## src/rtl/tpu_host_bridge.sv

```systemverilog
// Byte-stream command engine bridging a UART byte transport to an N-column MLP core; optional write acks via TPU_HOST_ACK_EN.
// Latency: strobes one cycle after the completing rx byte; responses start the cycle after decode.
// Backpressure: tx holds tx_valid/tx_data until tx_ready; rx cannot be stalled, so bytes arriving during a response are dropped and flagged.
module tpu_host_bridge #(
    parameter int NUM_COLS       = 2,
    parameter int ACC_W          = 32,
    parameter int CFG_ADDR_W     = 4,
    parameter int TIMEOUT_CYCLES = 1000000
) (
    input  logic                      clk,
    input  logic                      rst,
    input  logic                      rx_valid,
    input  logic [7:0]                rx_data,
    output logic                      tx_valid,
    output logic [7:0]                tx_data,
    input  logic                      tx_ready,
    output logic [NUM_COLS-1:0]       wf_push,
    output logic [7:0]                wf_data,
    output logic                      wf_reset,
    output logic                      init_act_valid,
    output logic [8*NUM_COLS-1:0]     init_act_data,
    output logic                      start_mlp,
    output logic                      weights_ready,
    output logic                      cfg_we,
    output logic [CFG_ADDR_W-1:0]     cfg_addr,
    output logic [31:0]               cfg_data,
    input  logic [3:0]                mlp_state,
    input  logic [NUM_COLS*ACC_W-1:0] mlp_acc,
    output logic                      busy,
    output logic [1:0]                err
);

    localparam int SNAP_W     = NUM_COLS * ACC_W;
    localparam int RESP_BYTES = SNAP_W / 8;
    localparam int CNT_MAX    = (RESP_BYTES > 256) ? RESP_BYTES : 256;
    localparam int CNT_W      = $clog2(CNT_MAX) + 1;
    localparam int TMO_W      = $clog2(TIMEOUT_CYCLES + 1) + 1;
    localparam int TMO_LAST_I = (TIMEOUT_CYCLES > 0) ? TIMEOUT_CYCLES - 1 : 0;

    localparam logic [TMO_W-1:0] TMO_LAST = TMO_LAST_I[TMO_W-1:0];
    localparam logic             TMO_EN   = (TIMEOUT_CYCLES != 0);
    localparam logic [CNT_W-1:0] RESP_CNT = RESP_BYTES[CNT_W-1:0];
    localparam logic [CNT_W-1:0] ACT_LAST = CNT_W'(NUM_COLS - 1);
    localparam logic [4:0]       NC5      = NUM_COLS[4:0];

    localparam logic [2:0] IDLE     = 3'd0;
    localparam logic [2:0] GET_LEN  = 3'd1;
    localparam logic [2:0] WEIGHTS  = 3'd2;
    localparam logic [2:0] ACT      = 3'd3;
    localparam logic [2:0] CFG_ADDR = 3'd4;
    localparam logic [2:0] CFG_DATA = 3'd5;
    localparam logic [2:0] RESP     = 3'd6;

`ifdef TPU_HOST_ACK_EN
    localparam logic       ACK_EN  = 1'b1;
    localparam logic [2:0] WR_NEXT = RESP;
`else
    localparam logic       ACK_EN  = 1'b0;
    localparam logic [2:0] WR_NEXT = IDLE;
`endif

    logic [2:0]        state;
    logic [CNT_W-1:0]  cnt;
    logic [2:0]        col;
    logic [SNAP_W-1:0] snap;
    logic [TMO_W-1:0]  tmo_cnt;
    logic              ack_pend;
    logic              in_cmd;
    logic              tmo_hit;

    assign busy    = (state != IDLE);
    assign in_cmd  = (state != IDLE) && (state != RESP);
    assign tmo_hit = TMO_EN && in_cmd && !rx_valid && (tmo_cnt == TMO_LAST);

    always_ff @(posedge clk) begin
        if (rst) begin
            state          <= IDLE;
            cnt            <= '0;
            col            <= '0;
            snap           <= '0;
            tmo_cnt        <= '0;
            ack_pend       <= 1'b0;
            tx_valid       <= 1'b0;
            tx_data        <= '0;
            wf_push        <= '0;
            wf_data        <= '0;
            wf_reset       <= 1'b0;
            init_act_valid <= 1'b0;
            init_act_data  <= '0;
            start_mlp      <= 1'b0;
            weights_ready  <= 1'b0;
            cfg_we         <= 1'b0;
            cfg_addr       <= '0;
            cfg_data       <= '0;
            err            <= '0;
        end else begin
            wf_push        <= '0;
            wf_reset       <= 1'b0;
            init_act_valid <= 1'b0;
            start_mlp      <= 1'b0;
            cfg_we         <= 1'b0;

            if (!in_cmd || rx_valid) begin
                tmo_cnt <= '0;
            end else begin
                tmo_cnt <= tmo_cnt + 1'b1;
            end

            if (tmo_hit) begin
                state  <= IDLE;
                err[0] <= 1'b1;
            end else begin
                case (state)
                    IDLE: begin
                        if (rx_valid) begin
                            if (rx_data[7:4] == 4'h1 && {1'b0, rx_data[3:0]} < NC5) begin
                                col   <= rx_data[2:0];
                                state <= GET_LEN;
                            end else begin
                                case (rx_data)
                                    8'h20: begin
                                        wf_reset      <= 1'b1;
                                        weights_ready <= 1'b0;
                                        cnt           <= CNT_W'(1);
                                        ack_pend      <= ACK_EN;
                                        state         <= WR_NEXT;
                                    end
                                    8'h30: begin
                                        cnt   <= '0;
                                        state <= ACT;
                                    end
                                    8'h40: state <= CFG_ADDR;
                                    8'h50: begin
                                        weights_ready <= 1'b1;
                                        start_mlp     <= 1'b1;
                                        cnt           <= CNT_W'(1);
                                        ack_pend      <= ACK_EN;
                                        state         <= WR_NEXT;
                                    end
                                    8'h60: begin
                                        tx_valid <= 1'b1;
                                        tx_data  <= {4'h0, mlp_state};
                                        cnt      <= CNT_W'(1);
                                        state    <= RESP;
                                    end
                                    8'h70: begin
                                        // Snapshot is shifted out byte by byte so the core may keep updating.
                                        tx_valid <= 1'b1;
                                        tx_data  <= mlp_acc[7:0];
                                        snap     <= mlp_acc >> 8;
                                        cnt      <= RESP_CNT;
                                        state    <= RESP;
                                    end
                                    8'h7f: begin
                                        tx_valid <= 1'b1;
                                        tx_data  <= {6'h0, err};
                                        err      <= '0;
                                        cnt      <= CNT_W'(1);
                                        state    <= RESP;
                                    end
                                    default: begin
                                        tx_valid <= 1'b1;
                                        tx_data  <= 8'hEE;
                                        err[0]   <= 1'b1;
                                        cnt      <= CNT_W'(1);
                                        state    <= RESP;
                                    end
                                endcase
                            end
                        end
                    end
                    GET_LEN: begin
                        if (rx_valid) begin
                            cnt   <= (rx_data == 8'h00) ? CNT_W'(256) : CNT_W'(rx_data);
                            state <= WEIGHTS;
                        end
                    end
                    WEIGHTS: begin
                        if (rx_valid) begin
                            for (int i = 0; i < NUM_COLS; i++) begin
                                wf_push[i] <= (col == i[2:0]);
                            end
                            wf_data <= rx_data;
                            if (cnt == CNT_W'(1)) begin
                                ack_pend <= ACK_EN;
                                state    <= WR_NEXT;
                            end else begin
                                cnt <= cnt - 1'b1;
                            end
                        end
                    end
                    ACT: begin
                        if (rx_valid) begin
                            for (int i = 0; i < NUM_COLS; i++) begin
                                if (cnt == CNT_W'(i)) begin
                                    init_act_data[8*i +: 8] <= rx_data;
                                end
                            end
                            if (cnt == ACT_LAST) begin
                                init_act_valid <= 1'b1;
                                cnt            <= CNT_W'(1);
                                ack_pend       <= ACK_EN;
                                state          <= WR_NEXT;
                            end else begin
                                cnt <= cnt + 1'b1;
                            end
                        end
                    end
                    CFG_ADDR: begin
                        if (rx_valid) begin
                            cfg_addr <= rx_data[CFG_ADDR_W-1:0];
                            cnt      <= '0;
                            state    <= CFG_DATA;
                        end
                    end
                    CFG_DATA: begin
                        if (rx_valid) begin
                            for (int i = 0; i < 4; i++) begin
                                if (cnt == CNT_W'(i)) begin
                                    cfg_data[8*i +: 8] <= rx_data;
                                end
                            end
                            if (cnt == CNT_W'(3)) begin
                                cfg_we   <= 1'b1;
                                cnt      <= CNT_W'(1);
                                ack_pend <= ACK_EN;
                                state    <= WR_NEXT;
                            end else begin
                                cnt <= cnt + 1'b1;
                            end
                        end
                    end
                    RESP: begin
                        if (rx_valid) begin
                            err[1] <= 1'b1;
                        end
                        // cnt counts bytes still to transfer, including the one on tx_data.
                        if (ack_pend) begin
                            ack_pend <= 1'b0;
                            tx_valid <= 1'b1;
                            tx_data  <= 8'hAC;
                        end else if (tx_valid && tx_ready) begin
                            if (cnt == CNT_W'(1)) begin
                                tx_valid <= 1'b0;
                                state    <= IDLE;
                            end else begin
                                cnt     <= cnt - 1'b1;
                                tx_data <= snap[7:0];
                                snap    <= snap >> 8;
                            end
                        end
                    end
                    default: state <= IDLE;
                endcase
            end
        end
    end

endmodule
```

## config.mk

```make
export PLATFORM = sky130hd
export DESIGN_NAME = tpu_host_bridge
export DESIGN_NICKNAME = d
export VERILOG_FILES = /design/src/rtl/tpu_host_bridge.sv
export SDC_FILE = /design/constraint.sdc
export NUM_CORES = 1
export LEC_CHECK = 0
export ABC_AREA = 1
export BUFFER_PORTS_ARGS = -buffer_cell sky130_fd_sc_hd__buf_2
export CORE_UTILIZATION = 45
export CTS_BUF_LIST = sky130_fd_sc_hd__clkbuf_4
export DETAILED_ROUTE_END_ITERATION = 7
export PLACE_DENSITY = 0.64
export SLEW_MARGIN = 15
export SYNTH_ARGS = -nofsm -noshare
export SYNTH_HDL_FRONTEND = slang
export SYNTH_SLANG_ARGS = --single-unit
```

## constraint.sdc

```tcl
create_clock -name clk -period 3.03 [get_ports clk]
set_input_delay 0.303 -clock clk [delete_from_list [all_inputs] [get_ports clk]]
set_output_delay 0.303 -clock clk [all_outputs]
set_load 0.01 [all_outputs]
```

Word level (Yosys, flattened, before mapping)
Index checks and enable logic that the tools add are counted.
- register bits: 179
- latch bits: 0
- bits in writable memories: 0
- bits in read-only memories: 0
- bits of input ports: 80
- output and inout bits: 79
- word-level logic and storage cells: 194
- memories: 0
- $add $sub $neg: 3
- multiply operators: 0
- div/mod/pow operators: 0
- order comparisons: 1
- equal/unequal tests: 44
- shift-type cells: 0
- muxes and demuxes: 68
- bitwise operators: 7
- reduce and logical (&&, ||, !) cells: 47
- operators with widths (cell ; count):
    $mux W64 ; 6
    $pmux W64 S2 ; 1
    $mux W9 ; 13
    $pmux W9 S7 ; 1
    $eq A8 B7 Y1 const B ; 5
    $mux W8 ; 5
    $ne A2 B2 Y1 const B ; 16
    $pmux W8 S4 ; 1
    $reduce_and A4 Y1 ; 8
    $mux W3 ; 10
    $pmux W9 S3 ; 1
    $add A21 B1 Y21 const B ; 1
    $eq A21 B20 Y1 const B ; 1
    $mux W1 ; 20
    $eq A9 B2 Y1 const B ; 2
    $pmux W3 S6 ; 1
    $eq A8 B6 Y1 const B ; 2
    $pmux W8 S2 ; 1
    $reduce_and A8 Y1 ; 2
    $reduce_or A4 Y1 ; 4
    $reduce_and A7 Y1 ; 2
    $ne A3 B3 Y1 const B ; 4
    $reduce_and A12 Y1 ; 1
    $ne A2 B1 Y1 const B ; 5
    30 further kinds ; 57

Logic depth before layout (Yosys ltp)
Gate-level depths: netlist of the first run.
- depth after elaboration: 7
- mapped depth: 13

Worst setup path before layout of the first run
No wires, ideal clock.
- path type: register -> register
- start: reg state[1]
- end: reg snap[13]
- setup time: 0.113 ns
- arrival time: 1.562 ns
- required time: 2.917 ns
- setup slack: 1.355 ns
- stages on the path, launching flop included: 13
- path buffers: 3
- period minus slack after synthesis: 1.675 ns
- path through: dfxtp_1 -> buf_2 -> nor2_1 -> nand2_1 -> nor2_1 -> nor2_4 -> nand3_2 -> nor2_2 -> buf_6 -> buf_4 -> nand4_1 -> nand2_1 -> nor2_1
- cells in the longest elaborated chain, start to end: 6
- elaborated cells on any way between the ends: 17
- classes of those cells: eq/ne: 8; mux: 1; bitwise: 1; reduce/logical: 7
- ends and longest elaborated chain (what ; line ; RTL):
    from (decl) ; 62 ; logic [2:0] state;
    from (signal assigned) ; 77 ; state <= IDLE;
    from (signal assigned) ; 110 ; state <= IDLE;
    from (signal assigned) ; 118 ; state <= GET_LEN;
    $reduce_bool A3 Y1 ; n/a ;
    named net busy ; 29 ; output logic busy,
    $logic_and A1 B1 Y1 ; 72 ; assign in_cmd = (state != IDLE) && (state != RESP);
    $logic_and A1 B1 Y1 (2 in series) ; 73 ; assign tmo_hit = TMO_EN && in_cmd && !rx_valid && (tmo_cnt == TMO_LAST);
    $not A1 Y1 (no source line) ; n/a ;
    $reduce_and A8 Y1 (no source line) ; n/a ;
    to (signal assigned) ; 150 ; snap <= mlp_acc >> 8;
    to (signal assigned) ; 249 ; snap <= snap >> 8;
    to (decl) ; 65 ; logic [SNAP_W-1:0] snap;
The timed path passes the listed nets, and every way through them passes these cells.
A chain may end at the register's enable or synchronous reset.

Worst setup path after layout of the first run
- start: reg cnt[1]
- end: reg snap[25]
- cells in the longest elaborated chain, start to end: 3
- ends and longest elaborated chain (what ; line ; RTL):
    from (decl) ; 63 ; logic [CNT_W-1:0] cnt;
    from (signal assigned) ; 174 ; cnt <= (rx_data == 8'h00) ? CNT_W'(256) : CNT_W'(rx_data);
    from (signal assigned) ; 188 ; cnt <= cnt - 1'b1;
    from (signal assigned) ; 205 ; cnt <= cnt + 1'b1;
    $eq A9 B1 Y1 ; 243 ; if (cnt == CNT_W'(1)) begin
    $ne A2 B2 Y1 (no source line) ; n/a ;
    $reduce_and A8 Y1 (no source line) ; n/a ;
Every way passes these cells.

==> impl_results.md, run 1 <==
* Count of cell types in the netlist at 35
* Data required, critical path at 3.52 ns
* Area fraction in compound gates after synthesis at 11.5%
* Flops & latches, synth at 170
* Global-route wire length before repair at 35100 µm
* # H-tree levels at 4
* Biggest area consumer among synthesized cells: sky130_fd_sc_hd__dfxtp_1
* Cell area after technology mapping at 0.00806 mm²
* Number of buffers inserted during clock tree synthesis at 17
* Nets at 1425
* Hold path cells at 5
* Status: finished, final reports clean
* Ports at 159
* Total chip power at 7.48 mW
* Crit path DAT at 2.74 ns
* Worst hold slack at 0.0373 ns
* Post-synthesis async set-or-reset flop share at 0%
* Warnings, synthesis at 0
* Fraction of power spent switching nets at 42.6%
* Setup repair after global routing missed its margin: no
* Max Buffers Root-to-Sink at 2
* Synth area leaders: sky130_fd_sc_hd__dfxtp_1, sky130_fd_sc_hd__nand2_1, sky130_fd_sc_hd__nor2_1, sky130_fd_sc_hd__a21oi_1, sky130_fd_sc_hd__o21ai_0
* Depth of the worst register-to-register path at 12
* Share of final-layout standard cells stronger than drive strength 1 at 18.3%
* Internal Power at 4.29 mW
* Gpl congestion at 0.931
* Main combinational cell family by area after synthesis: simple AND/OR/NAND/NOR gates
* Number of design-rule violations left by the first detailed-router iteration at 596
* Max Transition Viols Final at 0
* Power per Cell Area at 806 mW/mm²
* Number of antenna violations at the first check in global routing at 2
* Vias in the first global route at 7004
* Setup TNS at 0 ns
* GRT overflow at 0
* Clk pwr share at 18.3%
* Multiplexer share of the synthesized area at 0%
* Vias after detailed routing at 8026
* Clock tree from TritonCTS: built
* Crit start category: flop
* Global-route total usage across every layer at 24.0%
* Half-perimeter wire length after detailed placement at 15600 µm
* Net load switching power at 3.19 mW
* Cell Area, Placed at 0.00897 mm²
* Part of the total power dissipated in sequential elements at 41.7%
* Largest stage delay on the critical path at 0.47 ns
* Fraction of the cycle the final worst path needs at 74.3%
* Highest attainable clock frequency at 444 MHz
* Slowest-stage cell, CP: sky130_fd_sc_hd__dfxtp_1
* Area of the die at 0.0185 mm²
* Routed wire length at 22100 µm
* Die X at 136 µm
* Detail Route Antenna Nets at 0
* Worst Tran Pin Value at 0.672 ns
* Hold buffers post-CTS at 0
* Minimum setup slack among reg-to-reg paths at 0.78 ns
* Number of instances in the synthesized netlist at 1208
* Launching point of the worst reg2reg path: cnt[1]
* Fraction of post-synthesis cell area in the top cell type by area at 42.2%
* Leakage at 4.33 nW
* Fraction of the mapped netlist area in adder cells at 0.931%
* Path type of the worst min-delay path: input pin to flop
* Hold path start: mlp_acc[56]
* Normalized max-slew margin at 55.2%
* Finished layout cell area at 0.00927 mm²
* Clock Latency Late Sink at 0.57 ns
* Total number of placement rows at 48
* Starting Density at 46.3%
* End of the worst register-to-register path: snap[25]
* Pin count of the biggest net entering global routing at 112
* Final setup skew at 0.0196 ns
* Crit-path most repeated cell: sky130_fd_sc_hd__nor2_1
* Hold Crit Endpoint: snap[48]
* Cells traversed along the worst timing path: inv_1, ha_1, inv_1, nor2_2, nand2_2, nor2_2, nor2_1, nand2_2, nor2_8, buf_4, nor2_1, nor2_1
* Sequential-to-total area share from yosys stat at 42.2%
* Number of buffers inserted by port buffering at 158
* Post-Synth XOR/XNOR Area at 0.869%
* Setup CP Type: flop to flop
* Clock period minus final worst setup slack at 2.25 ns
* Clock transition at path regs at 0.15 ns
* DRC viols at 0
* Per-instance average area after synthesis at 6.67 µm²
* Vias per inst at 5.08
* Setup crit end kind: flop
* Most used standard cell by instance count after synthesis: sky130_fd_sc_hd__nand2_1
* Number of clock sinks seen by CTS at 170
* Routed len/inst at 14.0 µm
* Number of failing setup endpoints in the final timing report at 0
* Count of endpoints failing hold in the final timing report at 0
* Commonest register cell after synthesis: sky130_fd_sc_hd__dfxtp_1
* Number of violations of the max-capacitance limit at 0
* Peak ir drop on the vdd network at 357 µV
* Synth top cells by count: sky130_fd_sc_hd__nand2_1, sky130_fd_sc_hd__nor2_1, sky130_fd_sc_hd__dfxtp_1, sky130_fd_sc_hd__a21oi_1, sky130_fd_sc_hd__o21ai_0
* Logic gate share of total power at 40.0%
* Simple-gate portion of the synthesized area at 37.2%
* Finished Core Util at 53.2%
* Die Height at 136 µm
* Setup bufs post-CTS at 0
* Detailed-router iteration count before antenna repair at 6
* Number of instances resized during post-cts repair at 0
* Area growth from synthesis to layout at 15.0%
* Buffer type at the clock tree root: sky130_fd_sc_hd__clkbuf_4
* Number of flops mapped to enable cells by yosys at 0
* Maximum net fanout on the critical path at 33
* Floorplan Core Area at 0.0174 mm²
* Synth Net Count at 1294
## cell usage in the layout, fill, tap and decap left out, drive strengths merged, types with 2 or more instances in the layout
| cell | instances |
|---|---|
| diode | 2 |
| inv | 83 |
| xor2 | 5 |
| clkbuf | 18 |
| dfxtp | 170 |
| nand3 | 65 |
| nand4 | 52 |
| nor2 | 231 |
| o211ai | 2 |
| xnor2 | 3 |
| clkinvlp | 3 |
| or2 | 8 |
| nor3 | 10 |
| bufinv | 2 |
| a211oi | 17 |
| o22ai | 2 |
| clkinv | 4 |
| nand2 | 340 |
| a21oi | 78 |
| o21ai | 74 |
| buf | 173 |
| ha | 6 |
## critical path: cells and delay by family, from the launching register on
| kind | cells | cell delay (ns) |
|---|---|---|
| buffers and inverters | 3 | 0.50 |
| and+or+nand+nor | 8 | 1.00 |
| adders and majority gates | 1 | 0.20 |
| DFF | 1 | 0.47 |
## metrics by stage
| stage | instances | setup WS (ns) |
|---|---|---|
| after floorplan | 1208 | 1.35 |
| after global placement | 1545 | 0.717 |
| after detailed placement | 1545 | 0.635 |
| after CTS | 1577 | 0.789 |
| after global routing | 1579 | 0.565 |
| final | 1579 | 0.779 |
## flip-flops by register name, summed over array words and instances (netlist names), 3 cells and up
register       count
cnt                9
snap              56
cfg_addr           4
tmo_cnt           21
cfg_data          32
tx_data            8
init_act_data     16
state              3
wf_data            8
col                3
## area by class of cell
type / count / area [µm²]
fill: 1804 / 8140
multi-input combinational: 899 / 4080
sequential: 170 / 3400
timing repair buffer: 173 / 916
inverter: 78 / 293
tap: 225 / 282
clock inverter: 14 / 160
clock buffer: 18 / 135
antenna: 2 / 5.00
## logic make-up (layout without fill, tap and decap cells)
group / count (synthesis) / count (layout)
compound gates: 175 / 175
xor+xnor: 8 / 8
fa+ha+maj: 6 / 6
buf+inv: 139 / 283
flops: 170 / 170
other cells: 0 / 2
simple gates: 710 / 710
## metal layers
| metal | GRT usage, % | up-vias | part of all wire [%] |
|---|---|---|---|
| met5 | 0 | - | 0 |
| met4 | 6.30 | 0 | 1.5 |
| met3 | 4.47 | 23 | 3.9 |
| met2 | 39.5 | 158 | 47 |
| met1 | 32.3 | 3666 | 47 |
| li1 | - | 4179 | - |
## power groups by stage
stage	clock network [mW]	registers, mW	logic (mW)
after detailed placement	0	3.16	2.98
after global routing	1.49	3.19	3.40
after global placement	0	3.16	2.96
final	1.37	3.12	2.99
after floorplan	0	3.10	2.36
after CTS	1.39	3.11	2.99
## worst max-delay path by stage
| stage | end | from | cells after the start | slack, ns |
|---|---|---|---|---|
| 2_1_floorplan | snap[13] | state[1] | 12 | 1.35 |
| 4_1_cts | snap[25] | cnt[1] | 12 | 0.79 |
| 3_3_place_gp | snap[23] | rx_data[7] | 11 | 0.72 |
| 5_1_grt | cnt[6] | state[2] | 10 | 0.56 |
| 3_5_place_dp | snap[39] | rx_data[7] | 11 | 0.63 |
| 6_report | snap[25] | cnt[1] | 12 | 0.78 |
Power figures use the tool's default switching activity.
==> inputs of run 2 (changes only) <==
ABC_AREA = 0   (was 1)
PLACE_DENSITY = 0.65   (was 0.64)
clock period = 2.13 ns   (was 3.03 ns; I/O delays follow)
==> run 2 against run 1 <==
Effect of this change: combinational power grew 11%; final cell count shrank 9.2%; first-iteration DRC count grew 2.9%; synthesized cell count shrank 20%; global-route usage grew 2.8 points; setup slack lost 0.73 ns; sequential share of layout area shrank 3.0 points; fmax grew 8.3%; highest routed layer unchanged; design area grew 9.0%.
==> impl_results.md, run 2 <==
* Status: finished, final reports clean
* Floorplan Core Area at 0.0168 mm² (-3.8%)
* Die X at 134 µm (-1.6%)
* Commonest non-fill, non-tap cell in the layout: sky130_fd_sc_hd__nand2_1
* Number of instances in the synthesized netlist at 971 (-20%)
* Peak ir drop on the vdd network at 432 µV (+21%)
* Number of buffers inserted by port buffering at 158 (unchanged)
* Final setup skew at 0.0286 ns (+0.00896 ns)
* Worst Path Buf+Inv at 1 (-2)
* Cells traversed along the worst timing path: or4_4, o211a_4, or2_4, buf_8, a222oi_1, o22ai_1
* Clock period minus final worst setup slack at 2.08 ns (-0.173 ns)
* Flops & latches, synth at 170 (unchanged)
* Total number of placement rows at 47 (-2.1%)
* Most frequent cells in the layout: sky130_fd_sc_hd__nand2_1, sky130_fd_sc_hd__dfxtp_1, sky130_fd_sc_hd__buf_2, sky130_fd_sc_hd__nor2_1
* Clock tree from TritonCTS: built
* Number of antenna violations at the first check in global routing at 1 (-1)
* Fraction of post-synthesis cell area in the top cell type by area at 43.7% (+1.4 points)
* Slowest-stage cell, CP: sky130_fd_sc_hd__or4_4
* Count of cell types in the netlist at 64 (+83%)
* Seq. cell area at 0.00341 mm² (+0.11%)
* Setup CP Type: flop to flop
* Synth area leaders: sky130_fd_sc_hd__dfxtp_1, sky130_fd_sc_hd__nand2_1, sky130_fd_sc_hd__a311oi_1, sky130_fd_sc_hd__nor2_1, sky130_fd_sc_hd__nand3_1
* Normalized max-slew margin at 51.5% (-3.7 points)
* Instance count on the critical path at 6 (-6)
* Setup TNS at 0 ns (unchanged)
* Share of final-layout standard cells stronger than drive strength 1 at 24.1% (+5.8 points)
* Crit start category: flop
* Sequential-to-total area share from yosys stat at 43.7% (+1.4 points)
* Crit path DAT at 2.53 ns (-0.21 ns)
* Starting Density at 46.5% (+0.22 points)
* Largest registers in the final layout: snap: 56 flops, cfg_data: 32 flops, tmo_cnt: 21 flops
* Number of flops mapped to enable cells by yosys at 0 (unchanged)
* Launching point of the worst reg2reg path: cnt[4]
* Worst setup startpoint: cnt[4]
* Maximum net fanout on the critical path at 7 (-79%)
* Biggest register: snap
* Global-route wire length before repair at 37500 µm (+6.9%)
* Commonest register cell after synthesis: sky130_fd_sc_hd__dfxtp_1
* Data required, critical path at 2.58 ns (-0.94 ns)
* DRC viols at 0 (unchanged)
* GRT overflow at 0 (unchanged)
* Minimum setup slack among reg-to-reg paths at 0.05 ns (-0.73 ns)
* Depth of the worst register-to-register path at 6 (-6)
* Biggest area consumer among synthesized cells: sky130_fd_sc_hd__dfxtp_1
* Routed len/inst at 16.9 µm (+21%)
* Number of buffers inserted during clock tree synthesis at 17 (unchanged)
* Synth Net Count at 1057 (-18%)
* Synth top cells by count: sky130_fd_sc_hd__nand2_1, sky130_fd_sc_hd__dfxtp_1, sky130_fd_sc_hd__nor2_1, sky130_fd_sc_hd__nand3_1, sky130_fd_sc_hd__a21oi_1
* End of the worst register-to-register path: cnt[7]
* Nets at 1286 (-9.8%)
* Vias per inst at 5.58 (+9.7%)
* Number of design-rule violations left by the first detailed-router iteration at 613 (+2.9%)
* Detailed-router iteration count before antenna repair at 5 (-1)
* Power per Cell Area at 906 mW/mm² (+12%)
* Ports at 159 (unchanged)
* Number of clock sinks seen by CTS at 170 (unchanged)
* Number of failing setup endpoints in the final timing report at 0 (unchanged)
* # H-tree levels at 4 (unchanged)
* Buffer type at the clock tree root: sky130_fd_sc_hd__clkbuf_4
* Global-route total usage across every layer at 26.8% (+2.8 points)
* Number of fill cells in the layout at 1542 (-15%)
* Number of violations of the max-capacitance limit at 0 (unchanged)
* Clock transition at path regs at 0.15 ns (about the same)
* Total chip power at 9.16 mW (+23%)
* Area growth from synthesis to layout at 29.7%
* Detail Route Antenna Nets at 0 (unchanged)
* Setup crit end kind: flop
* Fraction of the cycle the final worst path needs at 97.6% (+23 points)
* Clock Latency Late Sink at 0.58 ns (about the same)
* Largest stage delay on the critical path at 0.54 ns (+0.07 ns)
* Area of the die at 0.0179 mm² (-3.3%)
* Warnings, synthesis at 0 (unchanged)
* Area of combinational cells with multiple inputs at 0.00404 mm² (-1.0%)
* Cell area after technology mapping at 0.00779 mm² (-3.3%)
* Number of flip-flops under the largest register name at 56 (unchanged)
* Gpl congestion at 0.932 (+0.19%)
* Count of endpoints failing hold in the final timing report at 0 (unchanged)
* Path type of the worst min-delay path: input pin to flop
* Critical Path Sink: cnt[7]
* Highest attainable clock frequency at 481 MHz (+8.3%)
* Post-synthesis async set-or-reset flop share at 0% (unchanged)
* Setup repair after global routing missed its margin: yes
* Vias after detailed routing at 7995 (-0.39%)
* Per-instance average area after synthesis at 8.03 µm² (+20%)
* Max Transition Viols Final at 0 (unchanged)
* Routed wire length at 24200 µm (+9.6%)
* Worst Tran Pin Value at 0.727 ns (+0.0558 ns)
* Pin count of the biggest net entering global routing at 69 (-38%)
* Kind of cell adding the most delay to the critical path: simple AND/OR/NAND/NOR gates
* Leakage at 4.16 nW (-4.0%)
* Most used standard cell by instance count after synthesis: sky130_fd_sc_hd__nand2_1
* Half-perimeter wire length after detailed placement at 16100 µm (+3.5%)
* Vias in the first global route at 7155 (+2.2%)
* Die Height at 134 µm (-1.6%)
* Max Buffers Root-to-Sink at 2 (unchanged)
## run 2: changes by cell type in the layout (fill, tap and decap cells not counted), sizes merged, moves of 49 or more
cell and change:
nand2 -165, nor2 -124, inv -67, buf +63, o21ai -59, dlygate4sd3 +57
a311oi +49
## run 2: power by group
group,internal (mW),leakage [nW],total (mW),switching [mW]
sequential,3.65,1.38,3.95,0.300
combinational,1.45,2.64,3.31,1.87
clock,0.711,0.136,1.90,1.19
## run 2: logic make-up after synthesis
group	share of synthesized area (%)
mux	2.84
buf+inv	5.17
compound gates	18.0
xor+xnor	2.58
simple gates	26.8
fa+ha+maj	0.963
flops	43.7
## run 2: worst min path at each step
stage / start / to / slack (ns) / depth (start not counted)
2_1_floorplan: mlp_acc[56] / snap[48] / 0.36 / 2
5_1_grt: mlp_acc[5] / tx_data[5] / 0.02 / 5
3_3_place_gp: col[0] / wf_push[0] / 0.43 / 1
6_report: rst / tx_data[7] / 0.04 / 2
4_1_cts: rst / tx_data[5] / 0.001 / 2
3_5_place_dp: col[0] / wf_push[0] / 0.44 / 1
## run 2: cell type report
type                            instances  area share [%]
Multi-Input combinational cell        702            39.9
Sequential cell                       170            33.7
Timing Repair Buffer                  294            20.3
Tap cell                              220            2.72
Clock inverter                         14            1.46
Clock buffer                           18            1.34
Inverter                               15           0.557
Antenna cell                            1          0.0248
## run 2: per-stage QoR
stage | instances | util, % | setup slack, ns | hold WS, ns | instance area (µm²)
floorplan | 971 | - | -0.141 | 0.365 | 7820
global placement | 1339 | 54.7 | 0.0521 | 0.433 | 9160
detailed placement | 1339 | 54.7 | 0.0212 | 0.435 | 9160
CTS | 1428 | 59.8 | 0.00442 | 0.000964 | 10000
global route | 1434 | 60.3 | -0.0378 | 0.0192 | 10100
finish | 1434 | 60.3 | 0.0520 | 0.0418 | 10100
## run 2: repair_timing
item | 4_1_cts | 5_1_grt
hold endpoints to repair | 57 | 0
hold buffers | 57 | 0
gates resized for setup | 0 | 13
endpoints found under the setup margin | 0 | 25
setup buffers | 0 | 4
## run 2: layer usage
metal,global-route usage (%),wire (µm),vias to the layer above
met5,0,0,-
met4,11.4,702,0
met3,6.93,1810,51
met2,39.8,10700,302
met1,36.8,11000,3724
li1,-,-,3918
## run 2: worst reg2reg max path: stages, from the launching register on
cell                       delay, ns
sky130_fd_sc_hd__dfxtp_2        0.34
sky130_fd_sc_hd__or4_4          0.54
sky130_fd_sc_hd__o211a_4        0.26
sky130_fd_sc_hd__or2_4          0.25
sky130_fd_sc_hd__buf_8          0.14
sky130_fd_sc_hd__a222oi_1       0.31
sky130_fd_sc_hd__o22ai_1        0.13
